`src/rtl/light_pkg.sv`:
```
// Shared definitions for the traffic-light toggle driver: light codes, FSM encoding and
// the phase hold-time lookup.
package light_pkg;

  localparam logic [1:0] LIGHT_GREEN  = 2'b01;
  localparam logic [1:0] LIGHT_YELLOW = 2'b11;
  localparam logic [1:0] LIGHT_RED    = 2'b10;

  typedef enum logic [1:0] {
    StIdle  = 2'b00,
    StPulse = 2'b01,
    StWait  = 2'b10
  } drv_state_e;

  // Illegal code 00 falls back to the green hold time.
  function automatic int unsigned hold_cycles(input logic [1:0]  code,
                                              input int unsigned green,
                                              input int unsigned yellow,
                                              input int unsigned red);
    case (code)
      LIGHT_YELLOW: hold_cycles = yellow;
      LIGHT_RED:    hold_cycles = red;
      default:      hold_cycles = green;
    endcase
  endfunction

endpackage

```
`src/rtl/btn_debounce.sv`:
```
// Push-button front end: two-flop synchroniser, consecutive-sample debounce and a
// one-cycle pulse on each accepted rising edge of the debounced level.
module btn_debounce #(
  parameter int unsigned DEBOUNCE_CYCLES = 4,
  parameter int unsigned CNT_W           = 16
) (
  input  logic clk,
  input  logic rst,
  input  logic btn_raw_i,
  output logic btn_level_o,
  output logic man_req_o
);

  localparam logic [CNT_W-1:0] DebLast = CNT_W'(DEBOUNCE_CYCLES - 1);

  logic             sync1_q;
  logic             sync2_q;
  logic             level_q;
  logic             level_d;
  logic             level_prev_q;
  logic             man_req_q;
  logic [CNT_W-1:0] cnt_q;
  logic [CNT_W-1:0] cnt_d;

  // Count consecutive samples that disagree with the accepted level; any agreement restarts.
  always_comb begin
    cnt_d   = '0;
    level_d = level_q;
    if (sync2_q != level_q) begin
      if (cnt_q >= DebLast) begin
        level_d = sync2_q;
      end else begin
        cnt_d = cnt_q + 1'b1;
      end
    end
  end

  always_ff @(posedge clk) begin
    if (rst) begin
      sync1_q      <= 1'b0;
      sync2_q      <= 1'b0;
      level_q      <= 1'b0;
      level_prev_q <= 1'b0;
      man_req_q    <= 1'b0;
      cnt_q        <= '0;
    end else begin
      sync1_q      <= btn_raw_i;
      sync2_q      <= sync1_q;
      level_q      <= level_d;
      level_prev_q <= level_q;
      man_req_q    <= level_q & ~level_prev_q;
      cnt_q        <= cnt_d;
    end
  end

  assign btn_level_o = level_q;
  assign man_req_o   = man_req_q;

endmodule

```
`src/rtl/light_toggle_driver.sv`:
```
// Drives the red_toggle pulse that advances the light stage, merging debounced button presses
// with an automatic phase timer and checking that the light actually moved on.
module light_toggle_driver
  import light_pkg::*;
#(
  parameter int unsigned DEBOUNCE_CYCLES = 4,
  parameter int unsigned GREEN_CYCLES    = 20,
  parameter int unsigned YELLOW_CYCLES   = 5,
  parameter int unsigned RED_CYCLES      = 15,
  parameter int unsigned ACK_TIMEOUT     = 4,
  parameter int unsigned CNT_W           = 16
) (
  input  logic       clk,
  input  logic       rst,
  input  logic       btn_raw_i,
  input  logic       auto_en_i,
  input  logic [1:0] light_state_i,
  output logic       red_toggle_o,
  output logic       btn_level_o,
  output logic       busy_o,
  output logic       ack_fault_o
);

  localparam logic [CNT_W-1:0] AckLoad = CNT_W'(ACK_TIMEOUT);
  localparam logic [CNT_W-1:0] AckOne  = CNT_W'(1);

  drv_state_e       state_q, state_d;
  logic [CNT_W-1:0] timer_q, timer_d;
  logic [CNT_W-1:0] ack_cnt_q, ack_cnt_d;
  logic [1:0]       prev_light_q, prev_light_d;
  logic [1:0]       cap_q, cap_d;
  logic             pending_q, pending_d;
  logic             fault_q, fault_d;
  logic             red_toggle_q;
  logic             busy_q;
  logic             man_req;
  logic             auto_req;
  logic             req;

  btn_debounce #(
    .DEBOUNCE_CYCLES(DEBOUNCE_CYCLES),
    .CNT_W          (CNT_W)
  ) u_btn_debounce (
    .clk        (clk),
    .rst        (rst),
    .btn_raw_i  (btn_raw_i),
    .btn_level_o(btn_level_o),
    .man_req_o  (man_req)
  );

  // Phase timer: reload on any light change, otherwise count down to zero while enabled.
  always_comb begin
    timer_d      = timer_q;
    prev_light_d = prev_light_q;
    if (light_state_i != prev_light_q) begin
      timer_d      = CNT_W'(hold_cycles(light_state_i, GREEN_CYCLES, YELLOW_CYCLES,
                                        RED_CYCLES));
      prev_light_d = light_state_i;
    end else if (auto_en_i && (timer_q != '0)) begin
      timer_d = timer_q - 1'b1;
    end
  end

  // A latched fault stops the timer from re-requesting forever against a stuck light.
  assign auto_req = (timer_q == '0) && auto_en_i && (state_q == StIdle) && !fault_q;
  assign req      = man_req | auto_req | pending_q;

  always_comb begin
    state_d   = state_q;
    cap_d     = cap_q;
    ack_cnt_d = ack_cnt_q;
    pending_d = pending_q;
    fault_d   = fault_q;

    if (man_req && (state_q != StIdle)) begin
      pending_d = 1'b1;
    end

    unique case (state_q)
      StIdle: begin
        if (req) begin
          state_d   = StPulse;
          pending_d = 1'b0;
        end
      end
      StPulse: begin
        cap_d     = light_state_i;
        ack_cnt_d = AckLoad;
        state_d   = StWait;
      end
      StWait: begin
        if (light_state_i != cap_q) begin
          state_d = StIdle;
        end else begin
          ack_cnt_d = ack_cnt_q - 1'b1;
          if (ack_cnt_q <= AckOne) begin
            ack_cnt_d = '0;
            fault_d   = 1'b1;
            state_d   = StIdle;
          end
        end
      end
      default: begin
        state_d = StIdle;
      end
    endcase
  end

  always_ff @(posedge clk) begin
    if (rst) begin
      state_q      <= StIdle;
      timer_q      <= CNT_W'(GREEN_CYCLES);
      ack_cnt_q    <= '0;
      prev_light_q <= LIGHT_GREEN;
      cap_q        <= LIGHT_GREEN;
      pending_q    <= 1'b0;
      fault_q      <= 1'b0;
      red_toggle_q <= 1'b0;
      busy_q       <= 1'b0;
    end else begin
      state_q      <= state_d;
      timer_q      <= timer_d;
      ack_cnt_q    <= ack_cnt_d;
      prev_light_q <= prev_light_d;
      cap_q        <= cap_d;
      pending_q    <= pending_d;
      fault_q      <= fault_d;
      // Registered decode keeps the pulse glitch-free toward the light stage.
      red_toggle_q <= (state_d == StPulse);
      busy_q       <= (state_d != StIdle);
    end
  end

  assign red_toggle_o = red_toggle_q;
  assign busy_o       = busy_q;
  assign ack_fault_o  = fault_q;

endmodule

```
`config.mk`:
```
export PLATFORM = sky130hd
export DESIGN_NAME = light_toggle_driver
export DESIGN_NICKNAME = d
export VERILOG_FILES = /design/src/rtl/light_pkg.sv /design/src/rtl/btn_debounce.sv /design/src/rtl/light_toggle_driver.sv
export SDC_FILE = /design/constraint.sdc
export NUM_CORES = 1
export LEC_CHECK = 0
export BUFFER_PORTS_ARGS = -buffer_cell sky130_fd_sc_hd__buf_4
export CAP_MARGIN = 20
export CORE_MARGIN = 4
export CORE_UTILIZATION = 55
export CTS_CLUSTER_DIAMETER = 120
export DETAILED_ROUTE_END_ITERATION = 6
export MAX_ROUTING_LAYER = met4
export PLACE_DENSITY_LB_ADDON = 0.1
export SLEW_MARGIN = 20
export SYNTH_ARGS = -nofsm -noshare
export SYNTH_HDL_FRONTEND = slang
export SYNTH_SLANG_ARGS = --single-unit
```
`constraint.sdc`:
```
create_clock -name clk -period 2.9 [get_ports clk]
set_clock_uncertainty 0.15 [all_clocks]
set_input_delay 0.145 -clock clk [delete_from_list [all_inputs] [get_ports clk]]
set_output_delay 0.145 -clock clk [all_outputs]
set_load 0.02 [all_outputs]
```
* Yosys cells after proc, flatten, opt, wreduce, memory -nomap -nowiden
Index checks and enable logic that the tools add are counted.
** Word-level totals
- Register bits after elaboration :: 63
- Input port bits :: 6
- Output and inout bits :: 4
- Logic and storage cells :: 65
** Cells by class
- Add/subtract/negate cells :: 3
- Order comparisons :: 2
- Equality and inequality tests :: 9
- Muxes and demuxes :: 13
- Bitwise operators :: 6
- Reductions and logical operators :: 17
** Operators by type and width (count)
- 16-bit two-way mux :: 4
- 16-bit one-hot mux with 2 select lines :: 1
- 16-bit by 1-bit subtractor with 16-bit output, second input constant :: 2
- 16-bit by 1-bit adder with 16-bit output, second input constant :: 1
- 16-bit by 2-bit greater-or-equal comparator with 1-bit output, second input constant :: 1
- 16-bit by 1-bit less-or-equal comparator with 1-bit output, second input constant :: 1
- 16-bit logical NOT :: 1
- 16-bit nonzero test :: 1
- 5-bit one-hot mux with 2 select lines :: 1
- 2-bit nonzero test :: 4
- 2-bit equality test, second input constant :: 3
- 2-bit two-way mux :: 3
- 2-bit one-hot mux with 3 select lines :: 1
- 1-bit logical AND :: 5
- 2-bit by 1-bit equality test with 1-bit output, second input constant :: 2
- 2-bit != test :: 2
- 2-bit AND reduction :: 2
- 1-bit two-way mux :: 3
- 1-bit NOT :: 3
- 3-bit AND reduction :: 1
- 3-bit OR reduction :: 1
- 2-bit logical NOT :: 1
- 2-bit != test, second input constant :: 1
- 1-bit bitwise OR :: 2
- 3 further kinds :: 3

* Longest topological paths before layout
Gate-level depths: netlist (run 1).
- Depth after elaboration :: 9
- Mapped depth :: 9
- Mapped depth without buffers :: 7

* Cells and area by module
From an unflattened synthesis (run 1), not the netlist that was laid out.
** Unflattened totals
- Cell total of the unflattened synthesis :: 287
- Area, all modules :: 2706.3 um^2
** By module, submodules not included
- light_toggle_driver :: instances 1, cells each 246, area an instance 2143.3 um^2, sequential area each 840.8 um^2
- btn_debounce :: instances 1, cells each 41, area an instance 563.0 um^2, sequential area each 420.4 um^2

* Least setup slack after synthesis (run 1)
OpenSTA, ideal clock, no wires.
- Path kind :: register -> register
- Start point :: reg timer_q[4]
- End point :: reg timer_q[14]
- Library setup time :: 128 ps
- Arrival time :: 2022 ps
- Data required time :: 2622 ps
- Setup slack :: 601 ps
- Stages on the path, launching flop included :: 7
- Buffers on the path :: 1
- Clock period less this slack :: 2299 ps
- Cells stage by stage :: dfxtp_1 > or4_4 > or3_1 > buf_6 > or4_4 > mux2i_1 > nor2_1
** Between the ends
- Longest elaborated chain between the ends :: 3
- Elaborated cells between the ends (all ways) :: 6
- Those cells by class :: add/sub: 1; mux: 2; reduce/logical: 3
** RTL lines
- from (decl) :: RTL line light_toggle_driver.sv:28 : logic [CNT_W-1:0] timer_q, timer_d;
- from (signal assigned) :: RTL line light_toggle_driver.sv:112 : timer_q <= CNT_W'(GREEN_CYCLES);
- from (signal assigned) :: RTL line light_toggle_driver.sv:122 : timer_q <= timer_d;
- 16-bit by 1-bit subtractor with 16-bit output or 16-bit nonzero test (tied branches) :: RTL line light_toggle_driver.sv:60, light_toggle_driver.sv:59
- 16-bit two-way mux or 1-bit logical AND (tied branches) :: RTL line light_toggle_driver.sv:59 : end else if (auto_en_i && (timer_q != '0)) begin
- 16-bit two-way mux or 2-bit nonzero test (tied branches)
Several ways; a longest one is shown, not always the timed one. The select of a mux whose other input is x is not followed.
A chain may end at the register's enable or synchronous reset.

* Final worst setup path (run 1)
- Start point :: reg timer_q[0]
- End point :: reg red_toggle_q (netlist: red_toggle_o)
** Between the ends
- Longest elaborated chain between the ends :: 9
** RTL lines
- 16-bit logical NOT :: RTL line light_toggle_driver.sv:65 : assign auto_req = (timer_q == '0) && auto_en_i && (state_q == StIdle) && !fault_q;
- 1-bit logical AND (3 in series) :: RTL line light_toggle_driver.sv:65
- 1-bit bitwise OR (2 in series) :: RTL line light_toggle_driver.sv:66 : assign req = man_req | auto_req | pending_q;
- 2-bit two-way mux :: RTL line light_toggle_driver.sv:81 : if (req) begin
- 2-bit one-hot mux with 3 select lines :: RTL line light_toggle_driver.sv:79 : unique case (state_q)
- 2-bit by 1-bit equality test with 1-bit output :: RTL line light_toggle_driver.sv:129 : red_toggle_q <= (state_d == StPulse);
- to (signal assigned) :: RTL line light_toggle_driver.sv:129
- to (decl) :: RTL line light_toggle_driver.sv:34 : logic red_toggle_q;
Every way passes these cells.

==> results.txt, run 1 <==
Outcome = completed
CTS Buffer Depth = 2
Final setup vio count = 0
Worst setup EP type = flop
Post-synth EDFFs = 0
Crit share post-route = 92.6%
Critical R2R Capture = red_toggle_o
Synth top cells by count = 63 x dfxtp_1, 34 x nor2_1, 18 x nand2_1
Hold Path Cell Cnt = 3
GPL Wtd Cong = 0.771
CP required = 2.92 ns
Sequential share of power = 50.6%
Setup tns final = 0 ns
CP startpoint kind = flop
Share of cells above drive strength 1 = 11.0%
Final slew viol count = 0
Area grow syn2layout = 15.2%
Worst Path Arrival = 2.70 ns
N_diodes = 0
Most numerous cell in the Yosys netlist = dfxtp_1
Pin count of the biggest net entering global routing = 31
FP Rows = 24
Ports = 10
Clk sink count = 63
Synth Area per Inst = 9.19 um2
Reg-to-reg startpoint = timer_q[0]
RSZ-0062 raised after global routing = false
Initial antenna violation count = 0
Max cap viols = 0
Initial Utilization = 58.6%
CTS buffer count = 9
Yosys top cell by area = dfxtp_1
Final min period = 2.69 ns
Cells after synthesis = 285
Worst-path clk slew = 0.07 ns
Port bufs = 9
Clock power share = 43.4%
Vias per cell = 5.56
All-Layer GR Usage = 18.6%
Clk_lat worst skew = 0.33 ns
DIE HEIGHT = 77.0 um
Sw frac = 22.6%
#FFs+latches synth = 63
Nets = 324
CTS tree = built
Hold WS = 0.0290 ns
Initial DRC count = 84
Mapped Area = 0.00262 mm2
Area post-placement = 0.00278 mm2
Vias in the first global route = 1912
Residual DRC = 0
Hold endpoint = timer_q[3]
Worst Tran Pin Value = 0.980 ns
Ys flop type = dfxtp_1
Fillers = 368
Crit Path Category = reg2reg
Worst slew margin = 34.1%
Yosys top cell area share = 48.1%
Warnings from Yosys = 0
Worst reg-to-reg setup slack = 0.21 ns
Leak = 1.17 nW
Final Hold Vio Count = 0
Hpwl dp = 3.24 mm
Fin util = 67.5%
Total power = 1.78 mW
Internal cell power = 1.38 mW
Routed Antenna Nets = 0
DRT Wirelength = 4.82 mm
CTS root buffer = clkbuf_8
HP Start = auto_en_i
First-pass GRT wire length = 8.70 mm
Hold WC Path Type = in2reg
Comb power frac = 6.0%
Pwr dens = 589 mW/mm2
GRT overflow = 0
Worst r2r path cells = 6
Die width = 77.0 um
Core area = 0.00447 mm2
H-Tree Level Count = 3
Pre-Repair DR Iteration Count = 7
Routed len/inst = 13.0 um
Top cells by area, synth = dfxtp_1 48%, xnor2_1 5.0%, nor2_1 4.9%
Die ar. = 0.00593 mm2
Synth cell types = 50
Highest clock rate = 0.372 GHz
CP max FO = 16
Net switching power figure = 0.402 mW
Post-synthesis sequential area ratio = 48.1%
Via count = 2058
Post-synth ARST share = 0%
Peak supply drop = 0.000494 V
Design area = 0.00302 mm2
[per-stage QoR]
stage               setup WS (ns)  instances
global placement            0.388        351
finish                      0.214        370
detailed placement          0.352        351
CTS                         0.316        370
global route                0.150        370
floorplan                   0.601        298
[worst max-delay path by stage]
stage	from	end	slack, ns	cells after the start
6_report	timer_q[0]	red_toggle_o	0.21	6
5_1_grt	timer_q[0]	red_toggle_o	0.15	6
4_1_cts	timer_q[0]	red_toggle_o	0.32	6
3_5_place_dp	ack_cnt_q[0]	ack_cnt_q[15]	0.35	7
3_3_place_gp	timer_q[0]	red_toggle_o	0.39	6
2_1_floorplan	timer_q[4]	timer_q[14]	0.60	6
[power groups by stage]
stage	sequential (mW)	clock (mW)	combinational [mW]
after floorplan	0.917	0	0.0784
after global placement	0.918	0	0.101
after detailed placement	0.918	0	0.102
after CTS	0.899	0.798	0.106
after global routing	0.901	0.838	0.123
final	0.899	0.772	0.107
[layer usage]
layer / vias up / global-route usage, % / wire, um
met1: 949 / 23.7 / 2420
met2: 25 / 28.2 / 2190
met3: 6 / 4.33 / 145
met5: - / - / 0
met4: 0 / 8.01 / 71
li1: 1078 / - / -
[what timing repair did]
item	in CTS	in global routing
hold buffers	3	0
setup buffers	0	0
endpoints found under the hold margin	6	0
resized for setup	0	0
[critical path: stages, from the launching register on]
cell and delay (ns):
dfxtp_1 0.34, inv_1 0.09, ha_1 0.14, nor4b_1 0.36, and3b_1 0.59, nand4b_1 0.27
a2111oi_0 0.59
[cell type report]
type | instances | area [um2] | area share [%]
well taps | 52 | 65.1 | 2.15
clock buffers | 12 | 155 | 5.14
inverters | 6 | 22.5 | 0.746
flip-flops and latches | 63 | 1260 | 41.8
clock inverters | 4 | 53.8 | 1.78
repair buffers | 15 | 120 | 3.98
multi-input cells | 218 | 1340 | 44.4
[placed cells by master (no fill, tap or decap), drive strengths merged, types with 2 or more instances in the layout]
| master | instances |
|---|---|
| ha | 5 |
| a211oi | 5 |
| o311ai | 2 |
| nor2b | 6 |
| inv | 6 |
| nor4b | 3 |
| a31oi | 10 |
| buf | 12 |
| dlygate4sd3 | 3 |
| conb | 14 |
| o21ai | 9 |
| a22oi | 2 |
| a21oi | 13 |
| a21boi | 2 |
| nand2b | 5 |
| a22o | 3 |
| clkbuf | 12 |
| nor3b | 2 |
| nor4 | 12 |
| nand4b | 2 |
| clkinvlp | 2 |
| a2111oi | 3 |
| nand2 | 18 |
| mux2i | 4 |
| xor2 | 3 |
| nand3 | 8 |
| nor3 | 13 |
| o31ai | 2 |
| or4 | 2 |
| dfxtp | 63 |
| xnor2 | 15 |
| nor2 | 34 |
| or3 | 7 |
[kinds of logic after synthesis]
family,after synthesis,share of synthesized area [%]
buffers and inverters,17,2.72
muxes,4,1.53
and+or+nand+nor,118,23.9
DFF,63,48.1
xor gates and xnor gates,18,6.02
adders and majority gates,5,2.39
other,1,0.143
AOI/OAI and AO/OA,59,15.2
[registers in the layout (all words and copies together), names as in the netlist]
signal,cells
u_btn_debounce.level_prev_q,1
cap_q,2
u_btn_debounce.man_req_o,1
u_btn_debounce.sync1_q,1
pending_q,1
prev_light_q,2
busy_o,1
timer_q,16
ack_cnt_q,16
u_btn_debounce.cnt_q,16
red_toggle_o,1
state_q,2
u_btn_debounce.sync2_q,1
u_btn_debounce.btn_level_o,1
ack_fault_o,1
Note: power is estimated with default switching activity, not from simulation.
==> run 2: changes to the inputs <==
CORE_ASPECT_RATIO = 1.75   (was not set)
PLACE_DENSITY = 0.71   (was not set)
PLACE_DENSITY_LB_ADDON = not set   (was 0.1)
clock period = 3.15 ns   (was 2.9 ns; I/O delays follow)
==> run 2 against run 1 <==
Effect of this change:
- sequential share of layout area is 0.45 points lower
- non-clock buffer count stayed put
- critical path type unchanged
- sequential power is 7.9% lower
- critical endpoint is now ack_cnt_q[10]
- flip-flop and latch count stayed put
- setup slack better by 0.52 ns
==> results.txt, run 2 (synthesized netlist as in run 1, its figures left out) <==
Outcome = completed
N_diodes = 0
Pin count of the biggest net entering global routing = 31
Max stage delay on crit path = 0.72 ns
Setup tns final = 0 ns
Internal cell power = 1.37 mW
Critical Path, Cell by Cell = inv_1 > ha_1 > nor2_1 > nor4_1 > a211o_1 > o21ai_0 > a22o_1
Worst path depth = 7
CTS root buffer = clkbuf_8
CP startpoint kind = flop
Peak supply drop = 0.000506 V
WL met3 = 150 um
Worst slack, placed = 0.589 ns
Worst r2r path cells = 7
Hold WS = 0.0377 ns
Hpwl dp = 3.56 mm
Via count = 2089
CTS tree = built
Design area = 0.00305 mm2
Worst Path Arrival = 2.50 ns
Initial DRC count = 81
Worst-path clk slew = 0.07 ns
Critical path buffers and inverters = 1
RSZ-0062 raised after global routing = false
Worst Tran Pin Value = 0.952 ns
Leak = 1.19 nW
Area post-placement = 0.00278 mm2
Metal2 WL = 2.59 mm
Final setup vio count = 0
Crit share post-route = 76.8%
Residual DRC = 0
All-Layer GR Usage = 20.0%
Commonest non-fill, non-tap cell in the layout = dfxtp_1
Routed Antenna Nets = 0
Sequential share of power = 47.5%
CP required = 3.23 ns
Vias in the first global route = 2033
CP delay by family, top = simple AND/OR/NAND/NOR gates
Comb power frac = 5.6%
Die width = 60.2 um
Port bufs = 9
Sw frac = 21.5%
Highest clock rate = 0.414 GHz
CTS buffer count = 9
Worst setup EP type = flop
Vias per cell = 5.65
Total power = 1.74 mW
PostCTS Resize Cnt = 0
DRT Wirelength = 4.94 mm
GRT overflow = 0
Hold Path Cell Cnt = 2
GPL Wtd Cong = 0.753
Clk sink count = 63
Clock power share = 46.9%
Final Hold Vio Count = 0
Routed len/inst = 13.3 um
CTS Buffer Depth = 2
Max cap viols = 0
H-Tree Level Count = 3
CP max FO = 7
Area grow syn2layout = 16.5%
Nets = 324
Initial antenna violation count = 0
Net switching power figure = 0.376 mW
Hold WC Path Type = in2reg
Share of cells above drive strength 1 = 11.3%
DIE HEIGHT = 99.3 um
Pwr dens = 571 mW/mm2
Clk_lat worst skew = 0.34 ns
Slowest cell on crit path = nor4_1
Worst slew margin = 35.9%
FP Rows = 33
Ports = 10
Final slew viol count = 0
Top flop regs = ack_cnt_q x16, timer_q x16, u_btn_debounce.cnt_q x16
Core area = 0.00467 mm2
Most frequent cells in the layout = 63 x dfxtp_1, 34 x nor2_1, 18 x nand2_1
Initial Utilization = 56.2%
Final min period = 2.42 ns
PnR worst setup slack = 0.732 ns
Die ar. = 0.00598 mm2
First-pass GRT wire length = 8.81 mm
Pre-Repair DR Iteration Count = 4
DR top layer = met4
Crit Path Category = reg2reg
Metal-1 WL = 2.03 mm
## run 2: area by class of cell
class	count	area, um2
Fill cell	400	1610
Multi-Input combinational cell	218	1340
Sequential cell	63	1260
Clock buffer	12	165
Timing Repair Buffer	15	120
Clock inverter	4	76.3
Tap cell	52	65.1
Inverter	6	22.5
## run 2: power groups by stage
stage | registers, mW | clock network [mW] | logic, mW
after floorplan | 0.844 | 0 | 0.0722
final | 0.828 | 0.818 | 0.0983
after global routing | 0.829 | 0.872 | 0.112
after CTS | 0.828 | 0.838 | 0.0986
after detailed placement | 0.846 | 0 | 0.0949
after global placement | 0.845 | 0 | 0.0943
## run 2: final timing paths
| path | from | to | slack (ns) |
|---|---|---|---|
| worst min-delay path | rst | ack_cnt_q[0] | 0.04 |
| worst max register to register | ack_cnt_q[0] | ack_cnt_q[10] | 0.73 |
| worst max-delay path | ack_cnt_q[0] | ack_cnt_q[10] | 0.73 |
| worst min register to register | u_btn_debounce.level_prev_q | u_btn_debounce.man_req_o | 0.23 |
## run 2: worst reg2reg max path, stage by stage, from the launching register on
cell and delay (ns):
dfxtp_1 0.34, inv_1 0.11, ha_1 0.24, nor2_1 0.06, nor4_1 0.72, a211o_1 0.34, o21ai_0 0.12, a22o_1 0.24
## run 2: metal layers
layer  vias up  GRT usage (%)
li1       1078              -
met1       968           21.4
met2        30           32.0
met3        13           5.84
met4         0           11.3
met5         -              -
## run 2: through the flow
stage / utilization [%] / cells
after global routing: 65.4 / 370
after floorplan: - / 298
after CTS: 65.3 / 370
after detailed placement: 59.5 / 351
after global placement: 59.5 / 351
final: 65.4 / 370
## run 2: repair_timing
action,4_1_cts,5_1_grt
hold endpoints to repair,7,0
hold buffers,3,0
setup buffers,0,0
